$ cat config.mk
export PLATFORM = sky130hd
export DESIGN_NAME = field_counter
export DESIGN_NICKNAME = d
export VERILOG_FILES = /design/src/rtl/field_counter.sv
export SDC_FILE = /design/constraint.sdc
export NUM_CORES = 1
export LEC_CHECK = 0
export ABC_AREA = 1
export CORE_MARGIN = 4
export CORE_UTILIZATION = 55
export DETAILED_ROUTE_END_ITERATION = 6
export MAX_ROUTING_LAYER = met4
export PLACE_DENSITY_LB_ADDON = 0.25
export SYNTH_ARGS = -nofsm -noshare
export SYNTH_HDL_FRONTEND = slang
export SYNTH_SLANG_ARGS = --single-unit
$ cat constraint.sdc
create_clock -name clk -period 1.9 [get_ports clk]
set_input_delay 0.285 -clock clk [delete_from_list [all_inputs] [get_ports clk]]
set_output_delay 0.285 -clock clk [all_outputs]
set_load 0.01 [all_outputs]
$ cat src/rtl/field_counter.sv
// Settable modulo-MODULUS time field: running time value, alarm value, step/auto-repeat
// editing, carry to the next field and a one-cycle alarm-hit pulse.
module field_counter #(
  parameter int MODULUS       = 24,
  parameter int WIDTH         = 8,
  parameter int FIELD_SEL     = 2,
  parameter int HOLD_CYCLES   = 16,
  parameter int REPEAT_CYCLES = 4
) (
  input  logic             clk,
  input  logic             reset_n,
  input  logic             cnt_en,
  input  logic [1:0]       time_clock_key,
  input  logic [2:0]       mode_key,
  input  logic [2:0]       add_key,
  input  logic             alarm_en,
  output logic [WIDTH-1:0] time_val,
  output logic [WIDTH-1:0] alarm_val,
  output logic             carry_out,
  output logic             alarm_hit
);

  localparam int MAXC = (HOLD_CYCLES > REPEAT_CYCLES) ? HOLD_CYCLES : REPEAT_CYCLES;
  localparam int CW   = $clog2(MAXC) + 1;

  localparam logic [WIDTH-1:0] MAXV      = WIDTH'(MODULUS - 1);
  localparam logic [WIDTH:0]   MODV      = (WIDTH+1)'(MODULUS);
  localparam logic [CW-1:0]    HOLD_LAST = CW'(HOLD_CYCLES - 1);
  localparam logic [CW-1:0]    REP_LAST  = CW'(REPEAT_CYCLES - 1);

  typedef enum logic [1:0] {S_IDLE, S_HOLD, S_REPEAT} rep_state_t;

  rep_state_t    state;
  logic [CW-1:0] rep_cnt;
  logic          key_q;

  logic             edit, tgt_alarm, key_rise, rep_req;
  logic             inc_req, dec_req, rpt_req;
  logic [WIDTH-1:0] time_nxt, alarm_nxt;
  logic             carry_nxt, hit_nxt;
  logic             unused_key;

  assign unused_key = time_clock_key[0];

  function automatic logic [WIDTH-1:0] step_up(input logic [WIDTH-1:0] v);
    return (v >= MAXV) ? '0 : v + 1'b1;
  endfunction

  // Out-of-range values decrement to the top of the range rather than to v-1.
  function automatic logic [WIDTH-1:0] step_dn(input logic [WIDTH-1:0] v);
    return (v == '0 || {1'b0, v} >= MODV) ? MAXV : v - 1'b1;
  endfunction

  assign edit      = mode_key[FIELD_SEL];
  assign tgt_alarm = time_clock_key[1];
  assign key_rise  = add_key[2] & ~key_q;

  always_comb begin
    rep_req = 1'b0;
    if (edit && add_key[2]) begin
      case (state)
        S_IDLE:   rep_req = key_rise;
        S_HOLD:   rep_req = (rep_cnt == HOLD_LAST);
        S_REPEAT: rep_req = (rep_cnt == REP_LAST);
        default:  rep_req = 1'b0;
      endcase
    end
  end

  // Explicit keys win; a repeat step that collides with them is simply dropped.
  assign inc_req = edit & add_key[0];
  assign dec_req = edit & ~add_key[0] & add_key[1];
  assign rpt_req = edit & ~add_key[0] & ~add_key[1] & rep_req;

  always_comb begin
    time_nxt  = time_val;
    alarm_nxt = alarm_val;
    carry_nxt = 1'b0;
    hit_nxt   = 1'b0;
    if (edit && !tgt_alarm) begin
      if (inc_req || rpt_req) time_nxt = step_up(time_val);
      else if (dec_req)       time_nxt = step_dn(time_val);
    end else if (cnt_en) begin
      time_nxt  = step_up(time_val);
      carry_nxt = (time_val >= MAXV);
      hit_nxt   = alarm_en && (time_nxt == alarm_val);
    end
    if (edit && tgt_alarm) begin
      if (inc_req || rpt_req) alarm_nxt = step_up(alarm_val);
      else if (dec_req)       alarm_nxt = step_dn(alarm_val);
    end
  end

  // key_q resets high so a key held through reset must be released before it steps.
  always_ff @(posedge clk or negedge reset_n) begin
    if (!reset_n) begin
      state     <= S_IDLE;
      rep_cnt   <= '0;
      key_q     <= 1'b1;
      time_val  <= '0;
      alarm_val <= '0;
      carry_out <= 1'b0;
      alarm_hit <= 1'b0;
    end else begin
      key_q     <= add_key[2];
      time_val  <= time_nxt;
      alarm_val <= alarm_nxt;
      carry_out <= carry_nxt;
      alarm_hit <= hit_nxt;
      if (!edit || !add_key[2]) begin
        state   <= S_IDLE;
        rep_cnt <= '0;
      end else begin
        case (state)
          S_IDLE: if (key_rise) begin
            state   <= S_HOLD;
            rep_cnt <= '0;
          end
          S_HOLD: if (rep_cnt == HOLD_LAST) begin
            state   <= S_REPEAT;
            rep_cnt <= '0;
          end else rep_cnt <= rep_cnt + 1'b1;
          S_REPEAT: if (rep_cnt == REP_LAST) rep_cnt <= '0;
                    else rep_cnt <= rep_cnt + 1'b1;
          default: begin
            state   <= S_IDLE;
            rep_cnt <= '0;
          end
        endcase
      end
    end
  end

endmodule

==> impl_metrics.env <==
export IMPL_run_status="complete, no violations"
export IMPL_rsz_0062_raised_after_global_routing="true"
export IMPL_area_growth_pct=23.8
export IMPL_max_slew_worst_pin_slew_ns=0.448
export IMPL_grt_overflow_total=0
export IMPL_max_freq_ghz=0.544
export IMPL_largest_net_degree_at_the_start_of_global_routing=27
export IMPL_ir_worst_vdd_mv=0.763
export IMPL_design_die_area_um2=4920
export IMPL_standard_cell_rows=22
export IMPL_crit_arrival_ns=2.02
export IMPL_report_final_slew_viol_count=0
export IMPL_met3_usage_pct=3.60
export IMPL_start_util_pct=57.6
export IMPL_via_per_inst=5.27
export IMPL_synthesis_yosys_warnings=0
export IMPL_clkLatencyLatePin_ns=0.28
export IMPL_drt_total_wl_mm=5.22
export IMPL_synthesis_instances=324
export IMPL_synth_yosys_seq_area_share_pct=30.7
export IMPL_tns_ns=0
export IMPL_cap_viol_max_count=0
export IMPL_synthDistinctLibCells=29
export IMPL_synth_nets=350
export IMPL_ant_nets=0
export IMPL_clock_tree_buffer_depth=2
export IMPL_global_route_wire_length_before_repair_mm=8.85
export IMPL_dp_final_hpwl_mm=3.86
export IMPL_commonest_non_fill_non_tap_cell_in_the_layout="sky130_fd_sc_hd__nand2_1"
export IMPL_grt_use_total_pct=22.4
export IMPL_end_kind="flip-flop"
export IMPL_timing_hold_ws_ns=0.367
export IMPL_layout_filler_cells=319
export IMPL_place_gp_congestion=0.926
export IMPL_postPlaceCellArea_um2=2460
export IMPL_endpoint_of_the_worst_register_to_register_path="time_val[3]"
export IMPL_cts_tree="done"
export IMPL_cell_area_after_layout_um2=2630
export IMPL_critPathKind="reg2reg"
export IMPL_r2r_worst_path_cells=14
export IMPL_gr_usage_met2_pct=36.7
export IMPL_root_buffer="sky130_fd_sc_hd__clkbuf_8"
export IMPL_drc_errors=0
export IMPL_antenna_violations_before_repair=0
export IMPL_period_minus_slack_ns=1.84
export IMPL_critPathMaxStageDelay_ns=0.38
export IMPL_netlist_area_um2=2130
export IMPL_die_span_in_y_um=70.2
export IMPL_core_ar_um2=3690
export IMPL_final_setup_viol_count=0
export IMPL_hold_viol_final=0
export IMPL_number_of_global_route_vias_before_repair=2018
export IMPL_num_antenna_cells=0
export IMPL_wl_per_cell_um=12.8
export IMPL_worst_setup_hold_path_clk_slew_ns=0.09
export IMPL_critical_path_max_fanout=5
export IMPL_fin_nets=386
export IMPL_synthesis_area_per_instance_um2=6.56
export IMPL_cts_sink_count=26
export IMPL_ratio_of_total_power_to_cell_area_nw_per_um2=1080
export IMPL_crit_required_ns=2.08
export IMPL_groute_layer_met1_usage_pct=27.6
export IMPL_ctsHtreeMaxLevel=1
export IMPL_pin_count=30
export IMPL_drive_gt1_share_pct=13.9
export IMPL_slowest_stage="sky130_fd_sc_hd__dfrtp_1"
export IMPL_r2r_slack_ns=0.06
export IMPL_cpMostUsedCell="sky130_fd_sc_hd__nand2_1"
export IMPL_slew_headroom_pct=69.9
export IMPL_period_share_pct=96.8
export IMPL_drt_first_iter_violations=179
export IMPL_cells_along_the_critical_path="ha_2 -> nand2_2 -> nor2_4 -> ha_2 -> nand2_1 -> nand2_1 -> inv_1 -> nand2_2 -> nand2_4 -> buf_4 -> nand4_1 -> nand2_1 -> nand2_1 -> nand2_1"
export IMPL_startpoint_type="flip-flop"
export IMPL_vias=2145
export IMPL_hold_class="in2async"
export IMPL_path_delay_family="simple AND/OR/NAND/NOR gates"
export IMPL_placed_cells_incl_taps=400
export IMPL_power_leakage_nw=1.36
export IMPL_timing_rr_start="rep_cnt[1]"
export IMPL_global_route_peak_usage_layer="met2"
export IMPL_die_x_um=70.2
export IMPL_cts_buffer_count=3
export IMPL_clock_skew_final_ns=0.00517
export IMPL_io_buffers=26
export IMPL_path_buf_inv=2
export IMPL_leading_cell_types_in_the_layout_fill_and_taps_excluded="sky130_fd_sc_hd__nand2_1 (106), sky130_fd_sc_hd__inv_1 (40), sky130_fd_sc_hd__nor2_1 (33)"
export IMPL_postSynthRegisterBits=26
export IMPL_drt_pre_antenna_iters=5
export IMPL_instances_no_fill=407
export IMPL_final_util_pct=71.3
-- Yosys cell counts --
cell / n / area (um^2)
sky130_fd_sc_hd__nand2_1: 110 / 413
sky130_fd_sc_hd__inv_1: 41 / 154
sky130_fd_sc_hd__nor2_1: 37 / 139
sky130_fd_sc_hd__nand3_1: 29 / 145
sky130_fd_sc_hd__dfrtp_1: 25 / 626
sky130_fd_sc_hd__ha_1: 14 / 175
sky130_fd_sc_hd__o21ai_0: 12 / 60.1
sky130_fd_sc_hd__nand2_2: 8 / 50.1
sky130_fd_sc_hd__a21oi_1: 7 / 35.0
sky130_fd_sc_hd__nand4_1: 7 / 43.8
sky130_fd_sc_hd__xor2_1: 5 / 43.8
sky130_fd_sc_hd__nor2_4: 4 / 45.0
sky130_fd_sc_hd__o21ai_1: 4 / 20.0
sky130_fd_sc_hd__inv_2: 3 / 11.3
sky130_fd_sc_hd__buf_6: 2 / 22.5
sky130_fd_sc_hd__nor3_2: 2 / 20.0
sky130_fd_sc_hd__o31ai_1: 2 / 15.0
sky130_fd_sc_hd__a21boi_0: 1 / 7.51
sky130_fd_sc_hd__buf_2: 1 / 5.00
sky130_fd_sc_hd__buf_4: 1 / 7.51
sky130_fd_sc_hd__dfstp_2: 1 / 26.3
sky130_fd_sc_hd__inv_4: 1 / 6.26
sky130_fd_sc_hd__nand2_4: 1 / 11.3
sky130_fd_sc_hd__nand3_2: 1 / 10.0
sky130_fd_sc_hd__nand3b_1: 1 / 7.51
sky130_fd_sc_hd__nor2_2: 1 / 6.26
sky130_fd_sc_hd__nor3_1: 1 / 5.00
sky130_fd_sc_hd__o311ai_0: 1 / 8.76
sky130_fd_sc_hd__or2_2: 1 / 6.26
-- how the worst max path moves through the flow --
stage               startpoint            to  cells past startpoint
floorplan           rep_cnt[0]   time_val[1]                     14
global placement    rep_cnt[1]  alarm_val[1]                     15
detailed placement  rep_cnt[1]   time_val[6]                     13
CTS                 rep_cnt[1]   time_val[5]                     13
global route        rep_cnt[1]  alarm_val[3]                     15
finish              rep_cnt[1]   time_val[3]                     14
-- per-stage QoR --
step                      setup slack [ns]  total power, mW
final                               0.0602             2.85
after CTS                           0.0170             2.81
after global routing               -0.0577             3.16
after detailed placement            0.0136             2.42
after global placement              0.0606             2.39
after floorplan                      0.172             1.93
-- area by class of cell --
type | instances | area, um^2 | share of cell area, %
Sequential cell | 26 | 652 | 24.8
Clock buffer | 4 | 55.1 | 2.09
Tap cell | 48 | 60.1 | 2.28
Multi-Input combinational cell | 249 | 1350 | 51.3
Inverter | 45 | 179 | 6.80
Timing Repair Buffer | 35 | 335 | 12.7
-- kinds of logic (layout without fill, tap and decap cells) --
logic type,count (synthesis),in the layout,synth area share (%)
DFF,26,26,30.7
AOI/OAI and AO/OA,27,27,6.89
xor gates and xnor gates,5,5,2.06
adders and majority gates,14,14,8.24
buffers and inverters,49,84,9.71
and+or+nand+nor,203,203,42.4
-- power breakdown --
group | leakage (nW) | internal [mW] | total (mW) | switching (mW)
logic | 0.985 | 0.671 | 1.60 | 0.931
clock network | 0.0288 | 0.186 | 0.371 | 0.185
registers | 0.342 | 0.671 | 0.875 | 0.205
total | 1.36 | 1.53 | 2.85 | 1.32
-- worst register-to-register path, cell delays in order (launching register included) --
cell	delay, ns
sky130_fd_sc_hd__dfrtp_1	0.38
sky130_fd_sc_hd__ha_2	0.20
sky130_fd_sc_hd__nand2_2	0.08
sky130_fd_sc_hd__nor2_4	0.12
sky130_fd_sc_hd__ha_2	0.19
sky130_fd_sc_hd__nand2_1	0.05
sky130_fd_sc_hd__nand2_1	0.06
sky130_fd_sc_hd__inv_1	0.05
sky130_fd_sc_hd__nand2_2	0.07
sky130_fd_sc_hd__nand2_4	0.09
sky130_fd_sc_hd__buf_4	0.17
sky130_fd_sc_hd__nand4_1	0.08
sky130_fd_sc_hd__nand2_1	0.08
sky130_fd_sc_hd__nand2_1	0.06
sky130_fd_sc_hd__nand2_1	0.04
-- repair_timing --
item	CTS	global route
setup endpoints to repair	3	18
pin swaps	0	4
setup buffers	0	3
gates resized for setup	2	26
hold buffers	0	0
-- state kept, by name (all words and copies together), names as in the netlist --
signal     cells
alarm_val      8
time_val       8
rep_cnt        5
state          2
alarm_hit      1
carry_out      1
key_q          1
-- per-layer routing --
layer	routed length [um]	part of all wire (%)
met5	0	0
met2	2560	49
met1	2370	45
met3	185	3.5
met4	114	2.2
(Power assumes the default switching activity.)
